File: src/rtl/leaky_relu_act_sched_if.sv
// Streaming handshake bundle for the leaky-ReLU activation stage.
// The DUT uses the slave side. The producer/consumer (MAC array / next buffer) use master.
interface leaky_relu_act_sched_if #(
  parameter int SIZE = 8
);
  logic                in_valid;
  logic                in_ready;
  logic [SIZE-1:0]     in_data;
  logic                out_valid;
  logic                out_ready;
  logic [2*SIZE-1:0]   out_data;
  logic                out_last;

  modport master (
    output in_valid, in_data, out_ready,
    input  in_ready, out_valid, out_data, out_last
  );

  modport slave (
    input  in_valid, in_data, out_ready,
    output in_ready, out_valid, out_data, out_last
  );
endinterface

File: src/rtl/leaky_relu_act_sched.sv
// Leaky-ReLU activation sequencer: runs one layer of elements through a
// single registered activation stage, tags the final result and pulses done.
module leaky_relu_act_sched #(
  parameter int SIZE    = 8,
  parameter int CNT_W   = 10,
  parameter int SHIFT_W = 4
) (
  input  logic               clk,
  input  logic               rst_n,
  input  logic               start,
  input  logic [CNT_W-1:0]   cfg_count,
  input  logic [SHIFT_W-1:0] cfg_shift,
  input  logic               abort,
  leaky_relu_act_sched_if.slave bus,
  output logic               busy,
  output logic               done,
  output logic [CNT_W-1:0]   count
);

  // Shift amount never exceeds SIZE, so it only needs to hold 0..SIZE.
  localparam int SHW = $clog2(SIZE + 1);

  typedef enum logic [1:0] {IDLE, RUN, DRAIN} state_t;

  typedef struct packed {
    logic              vld;
    logic              last;
    logic [2*SIZE-1:0] data;
  } out_reg_t;

  state_t           state, state_nxt;
  logic [CNT_W-1:0] lat_count;
  logic [SHW-1:0]   lat_shift;
  logic [SHW-1:0]   shift_clamp;
  out_reg_t         oreg;
  logic             accept, out_fire, is_final, done_nxt, start_ok;
  logic [2*SIZE-1:0] x_ext, act;

  assign bus.in_ready  = (state == RUN) && (!oreg.vld || bus.out_ready);
  assign bus.out_valid = oreg.vld;
  assign bus.out_data  = oreg.data;
  assign bus.out_last  = oreg.last;
  assign busy          = (state != IDLE);

  assign accept   = bus.in_valid && bus.in_ready;
  assign out_fire = oreg.vld && bus.out_ready;
  assign is_final = (count == lat_count - 1'b1);
  assign start_ok = (state == IDLE) && start && !abort;

  // Clamp the configured shift to SIZE; larger shifts would overflow 2*SIZE.
  assign shift_clamp = (32'(cfg_shift) > SIZE) ? SHW'(SIZE) : SHW'(cfg_shift);

  // Activation: negatives pass unscaled, non-negatives scale up by 2^shift,
  // which is alpha = 2^-shift on the negative side relative to the positive.
  always_comb begin
    x_ext = {{SIZE{bus.in_data[SIZE-1]}}, bus.in_data};
    act   = bus.in_data[SIZE-1] ? x_ext : (x_ext << lat_shift);
  end

  // Next-state and done-pulse decode; abort overrides everything.
  always_comb begin
    state_nxt = state;
    done_nxt  = 1'b0;
    if (abort) begin
      state_nxt = IDLE;
    end else begin
      unique case (state)
        IDLE: begin
          if (start && cfg_count != '0) state_nxt = RUN;
          if (start && cfg_count == '0) done_nxt  = 1'b1;
        end
        RUN: begin
          if (accept && is_final) state_nxt = DRAIN;
        end
        DRAIN: begin
          if (out_fire && oreg.last) begin
            state_nxt = IDLE;
            done_nxt  = 1'b1;
          end
        end
        default: state_nxt = IDLE;
      endcase
    end
  end

  // State register and done pulse.
  always_ff @(posedge clk or negedge rst_n) begin
    if (!rst_n) begin
      state <= IDLE;
      done  <= 1'b0;
    end else begin
      state <= state_nxt;
      done  <= done_nxt;
    end
  end

  // Latch layer config on an honoured start; stable for the whole layer.
  always_ff @(posedge clk or negedge rst_n) begin
    if (!rst_n) begin
      lat_count <= '0;
      lat_shift <= '0;
    end else if (start_ok && cfg_count != '0) begin
      lat_count <= cfg_count;
      lat_shift <= shift_clamp;
    end
  end

  // Accepted-element counter, saturating at the latched layer size.
  always_ff @(posedge clk or negedge rst_n) begin
    if (!rst_n)                            count <= '0;
    else if (abort || start_ok)            count <= '0;
    else if (accept && count != lat_count) count <= count + 1'b1;
  end

  // Output register: reload on accept (even while draining, no bubble),
  // otherwise empty on consumer handshake; held under backpressure.
  always_ff @(posedge clk or negedge rst_n) begin
    if (!rst_n) begin
      oreg <= '0;
    end else if (abort) begin
      oreg.vld  <= 1'b0;
      oreg.last <= 1'b0;
    end else if (accept) begin
      oreg.vld  <= 1'b1;
      oreg.last <= is_final;
      oreg.data <= act;
    end else if (out_fire) begin
      oreg.vld  <= 1'b0;
      oreg.last <= 1'b0;
    end
  end

endmodule

File: src/flat_wrapper.sv
// flat-port wrapper written by rule: the top's interface ports become plain ports
module leaky_relu_act_sched_flat 
#(
  parameter int SIZE    = 8,
  parameter int CNT_W   = 10,
  parameter int SHIFT_W = 4
)
  (clk, rst_n, start, cfg_count, cfg_shift, abort, busy, done, count, bus_in_valid, bus_in_data, bus_out_ready, bus_in_ready, bus_out_valid, bus_out_data, bus_out_last);
  leaky_relu_act_sched_if #(.SIZE(SIZE)) bus_i ();
  input  logic clk;
  input  logic rst_n;
  input  logic start;
  input  logic [CNT_W-1:0] cfg_count;
  input  logic [SHIFT_W-1:0] cfg_shift;
  input  logic abort;
  output logic busy;
  output logic done;
  output logic [CNT_W-1:0] count;
  input wire logic [$bits(bus_i.in_valid)-1:0] bus_in_valid;
  input wire logic [$bits(bus_i.in_data)-1:0] bus_in_data;
  input wire logic [$bits(bus_i.out_ready)-1:0] bus_out_ready;
  output wire logic [$bits(bus_i.in_ready)-1:0] bus_in_ready;
  output wire logic [$bits(bus_i.out_valid)-1:0] bus_out_valid;
  output wire logic [$bits(bus_i.out_data)-1:0] bus_out_data;
  output wire logic [$bits(bus_i.out_last)-1:0] bus_out_last;
  assign bus_i.in_valid = bus_in_valid;
  assign bus_i.in_data = bus_in_data;
  assign bus_i.out_ready = bus_out_ready;
  assign bus_in_ready = bus_i.in_ready;
  assign bus_out_valid = bus_i.out_valid;
  assign bus_out_data = bus_i.out_data;
  assign bus_out_last = bus_i.out_last;
  leaky_relu_act_sched #(.SIZE(SIZE), .CNT_W(CNT_W), .SHIFT_W(SHIFT_W)) u_core (.clk(clk), .rst_n(rst_n), .start(start), .cfg_count(cfg_count), .cfg_shift(cfg_shift), .abort(abort), .bus(bus_i), .busy(busy), .done(done), .count(count));
endmodule
File: config.mk
export PLATFORM = sky130hd
export DESIGN_NAME = leaky_relu_act_sched_flat
export DESIGN_NICKNAME = d
export VERILOG_FILES = /design/src/rtl/leaky_relu_act_sched_if.sv /design/src/rtl/leaky_relu_act_sched.sv /design/src/flat_wrapper.sv
export SDC_FILE = /design/constraint.sdc
export NUM_CORES = 1
export LEC_CHECK = 0
export CELL_PAD_IN_SITES_DETAIL_PLACEMENT = 0
export CELL_PAD_IN_SITES_GLOBAL_PLACEMENT = 1
export CORE_MARGIN = 1
export CORE_UTILIZATION = 35
export DETAILED_ROUTE_END_ITERATION = 6
export PLACE_DENSITY_LB_ADDON = 0.1
export SYNTH_ARGS = -nofsm -noshare
export SYNTH_HDL_FRONTEND = slang
export SYNTH_SLANG_ARGS = --single-unit
File: constraint.sdc
create_clock -name clk -period 2.2 [get_ports clk]
set_clock_uncertainty 0.1 [all_clocks]
set_input_delay 0.22 -clock clk [delete_from_list [all_inputs] [get_ports clk]]
set_output_delay 0.22 -clock clk [all_outputs]
set_load 0.02 [all_outputs]
==> results by group <==
Status
  • Outcome: complete, no violations

Synthesis
  • Ys flop type: dfrtp_1
  • Synth Cell Area: 2890 sq um
  • Post-synthesis cell type count: 56
  • Synthesized area per cell: 9.14 sq um
  • Register bit count reported by yosys: 45
  • Post-synth ARST share: 100%
  • Cell with the most instances after synthesis: dfrtp_1
  • Nets in the synthesized netlist: 346
  • Largest area contributor in the netlist: dfrtp_1
  • Top cells by count, synth: dfrtp_1, nand2_1, o21ai_0
  • Area share of the largest cell type after synthesis: 39.0%
  • Yosys warning count: 0
  • Most area-consuming cells after synthesis: dfrtp_1, mux2i_1, nand2_1, o21ai_0, mux2_2
  • Post-Synthesis Cells: around 320
  • Post-synth EDFFs: 0
  • Post-synthesis sequential area ratio: 39.0%

Clock network
  • Number of buffers created by CTS: 5
  • CTS sink count: 45
  • Reg clk slew, reported paths: approximately 0.10 ns
  • TritonCTS clock tree: yes
  • Clock latency on the worst-skew pair: 0.31 ns
  • CTS Root Buffer Type: clkbuf_8
  • Buffer levels on the longest clock path: 2
  • H-tree lvl count: 2

STA
  • Count of final hold-check violations: 0
  • Total Negative Setup Slacks: 0 ns
  • Minimum period implied by the final worst setup slack: between 2 and 2.5 ns
  • Achievable Freq: 460 MHz
  • Actual transition at the worst max-transition pin: 0.755 ns
  • Worst-case headroom to the max-slew limit: 49.7%
  • Max-slew violation count: 0
  • RSZ-0062 raised after global routing: yes
  • Final worst path period share: 98.7%
  • Final setup violation count: 0
  • Worst Hold Margin: approximately 0.38 ns

Pwr
  • Areal power density over the cells: roughly 720 nW/um^2
  • Leak: 1.63 nW
  • Sequential cell fraction of total power: 37.8%
  • Post-layout total power: between 2 and 3 mW
  • Peak supply drop: 0.299 mV
  • Clk pwr share: 18.7%
  • Share of total power consumed by net switching: a little under two fifths
  • Internal power contribution: 1.85 mW
  • Fraction of power consumed by combinational cells: between 40% and 50%
  • Net switching power figure: 1.12 mW

Die
  • Width of the chip: a little over 90 um
  • Initial core utilization: ~37%
  • Number of top-level design ports: just under 60
  • Core Area: 7850 sq um
  • Cell row count: 32
  • Die height: approximately 93 um
  • Die area: 8620 sq um

Global routing
  • Number of antenna violations at the first check in global routing: 0
  • Met2 capacity usage during global routing: 29.3%
  • Busiest layer in global routing: met1
  • Residual overflow from global routing: 0
  • First-pass GRT wire length: between 10 and 15 mm
  • Total routing usage reported by global routing: approximately 20%
  • Maximum number of pins on one net before global-route repair: 33
  • Global Route met1 Usage: 32.3%
  • M3 GR Usage: 3.20%
  • Via count of the first global-routing pass: 2616

Min path
  • Class of the tightest hold or removal check: primary input to flop

Flow run
  • Number of maximum-capacitance violations: 0

Finish
  • Antenna cell count: 0
  • Layout cell share with drive strength beyond 1: ~23%
  • Area delta synth->final: 41.7%
  • Fin nets: 436

Worst setup path
  • Startpoint type of the worst setup path: flop
  • Reg-to-reg setup timing slack: between 0.02 and 0.03 ns
  • Class of the most critical setup path: flop to flop
  • Cell breakdown of the critical path: xor2_1 > nor4_1 > a311o_2 > or4_4 > a21oi_2
  • Critical path fanouts, max: 8
  • Category of the worst setup path capture point: flop
  • Worst endpoint data arrival time: roughly 2.3 ns
  • Crit path required time: approximately 2.3 ns
  • Maximum single-stage delay on the critical path: 0.54 ns
  • Crit-path slowest cell: or4_4

Detailed routing
  • Count of vias placed by the detailed router: ~2.8k
  • Wire per inst: 16.6 um
  • Antenna Violating Nets Remaining: 0
  • Total detailed-routing wirelength: 8.44 mm
  • Residual DRC count: 0
  • Number of vias per cell after detailed routing: 5.41
  • Number of iterations in the first detailed-routing pass: 4
  • Detailed router's first-iteration violation count: 176

Placed design
  • Quantity of I/O buffers inserted on ports: 58
  • Placer congestion estimate: 0.883
  • Placed wire-length estimate: 6.37 mm
[power groups by stage]
stage	Clock, mW	Combinational (mW)	Sequential (mW)
final	0.556	1.29	1.12
after detailed placement	0	1.23	1.13
after CTS	0.579	1.25	1.12
after floorplan	0	0.576	1.22
after global placement	0	1.22	1.13
after global routing	0.615	1.40	1.15
[final timing paths]
| path | depth (start not counted) | start | end |
|---|---|---|---|
| min in group asynchronous | 2 | rst_n | u_core.bus.out_valid$_DFFE_PN0P_ |
| max in group asynchronous | 3 | rst_n | u_core.bus.out_data[1]$_DFFE_PN0P_ |
| min reg2reg | 2 | u_core.bus.out_data[5]$_DFFE_PN0P_ | u_core.bus.out_data[5]$_DFFE_PN0P_ |
| min | 3 | cfg_shift[1] | u_core.lat_shift[1]$_DFFE_PN0P_ |
| max reg2reg | 5 | u_core.count[7]$_DFFE_PN0P_ | u_core.count[8]$_DFFE_PN0P_ |
| max | 5 | u_core.count[7]$_DFFE_PN0P_ | u_core.count[8]$_DFFE_PN0P_ |
[registers in the layout, summed over array words and instances, names as in the netlist]
name / count
u_core.bus.out_data: 16
u_core.count: 10
u_core.lat_count: 10
u_core.lat_shift: 4
u_core.state: 2
u_core.bus.out_last: 1
u_core.bus.out_valid: 1
u_core.done: 1
[logic make-up (layout without fill, tap and decap cells)]
| kind of cell | count (synthesis) | after routing | synth area share, % |
|---|---|---|---|
| AOI/OAI and AO/OA | 77 | 77 | 17.5 |
| xor gates and xnor gates | 17 | 17 | 5.93 |
| adders and majority gates | 2 | 2 | 0.866 |
| buffers and inverters | 36 | 127 | 4.89 |
| DFF | 45 | 45 | 39.0 |
| muxes | 26 | 26 | 10.7 |
| and+or+nand+nor | 113 | 113 | 21.1 |
[timing repair]
action | CTS | global route
endpoints found under the setup margin | 4 | 9
pin swaps | 1 | 6
buffers inserted | 0 | 1
resized for setup | 7 | 16
hold endpoints to repair | 30 | 0
hold buffers | 1 | 0
[metal layers]
layer	part of all wire [%]	wire, um
met5	0	0
met4	0.68	57
met3	4.0	341
met2	43	3640
met1	52	4400
[layout by cell type (no fill, tap or decap), types with 2 or more instances in the layout]
cell type | Yosys | final
o21ai_0 | 24 | 24
a211oi_1 | 2 | 2
xor2_1 | 7 | 5
or3_1 | 2 | 2
a22oi_1 | 5 | 5
and2_1 | 2 | 2
inv_1 | 13 | 13
nand3_1 | 5 | 5
buf_12 | 0 | 2
o22ai_1 | 2 | 2
xnor2_1 | 8 | 8
nor2_1 | 16 | 16
nor4_1 | 5 | 3
nand4_1 | 5 | 5
or4_1 | 7 | 4
nand4b_1 | 5 | 5
nor2b_1 | 2 | 2
o21bai_1 | 2 | 2
a21oi_2 | 0 | 2
nand2b_1 | 5 | 5
buf_4 | 0 | 44
nor3_1 | 12 | 12
a31o_2 | 2 | 2
a221oi_1 | 3 | 3
a21oi_1 | 14 | 12
o31ai_2 | 0 | 2
mux4_2 | 3 | 3
or4_4 | 0 | 3
clkdlybuf4s50_1 | 0 | 57
nand2_1 | 33 | 33
a31oi_1 | 2 | 2
clkbuf_8 | 0 | 5
nand3b_1 | 8 | 8
mux2_2 | 10 | 10
mux2i_1 | 13 | 13
xor2_4 | 0 | 2
o31ai_1 | 7 | 5
dfrtp_2 | 0 | 5
a21o_1 | 2 | 2
dfrtp_1 | 45 | 40
[critical path, delay by kind of cell (launching register included)]
kind,cells,cell delay (ns)
simple gates,2,0.67
compound gates,2,0.61
flops,1,0.41
xor+xnor,1,0.30
[cell type report]
class | instances | area [sq um]
inverter | 14 | 52.6
multi-input combinational | 235 | 1730
clock buffer | 5 | 68.8
tap | 102 | 128
fill | 767 | 3750
sequential | 45 | 1130
clock inverter | 3 | 25.0
timing repair buffer | 105 | 956
[metrics by stage]
step                      util [%]  worst slack, ns  std cells  cell area, sq um
after floorplan                  -          0.00543        316              2900
after global placement        49.6           -0.120        501              3900
after detailed placement      49.6           -0.198        501              3900
after CTS                     51.3          0.00249        510              4020
after global routing          52.2          -0.0315        509              4090
final                         52.2           0.0281        509              4090
Power figures use the tool's default switching activity.
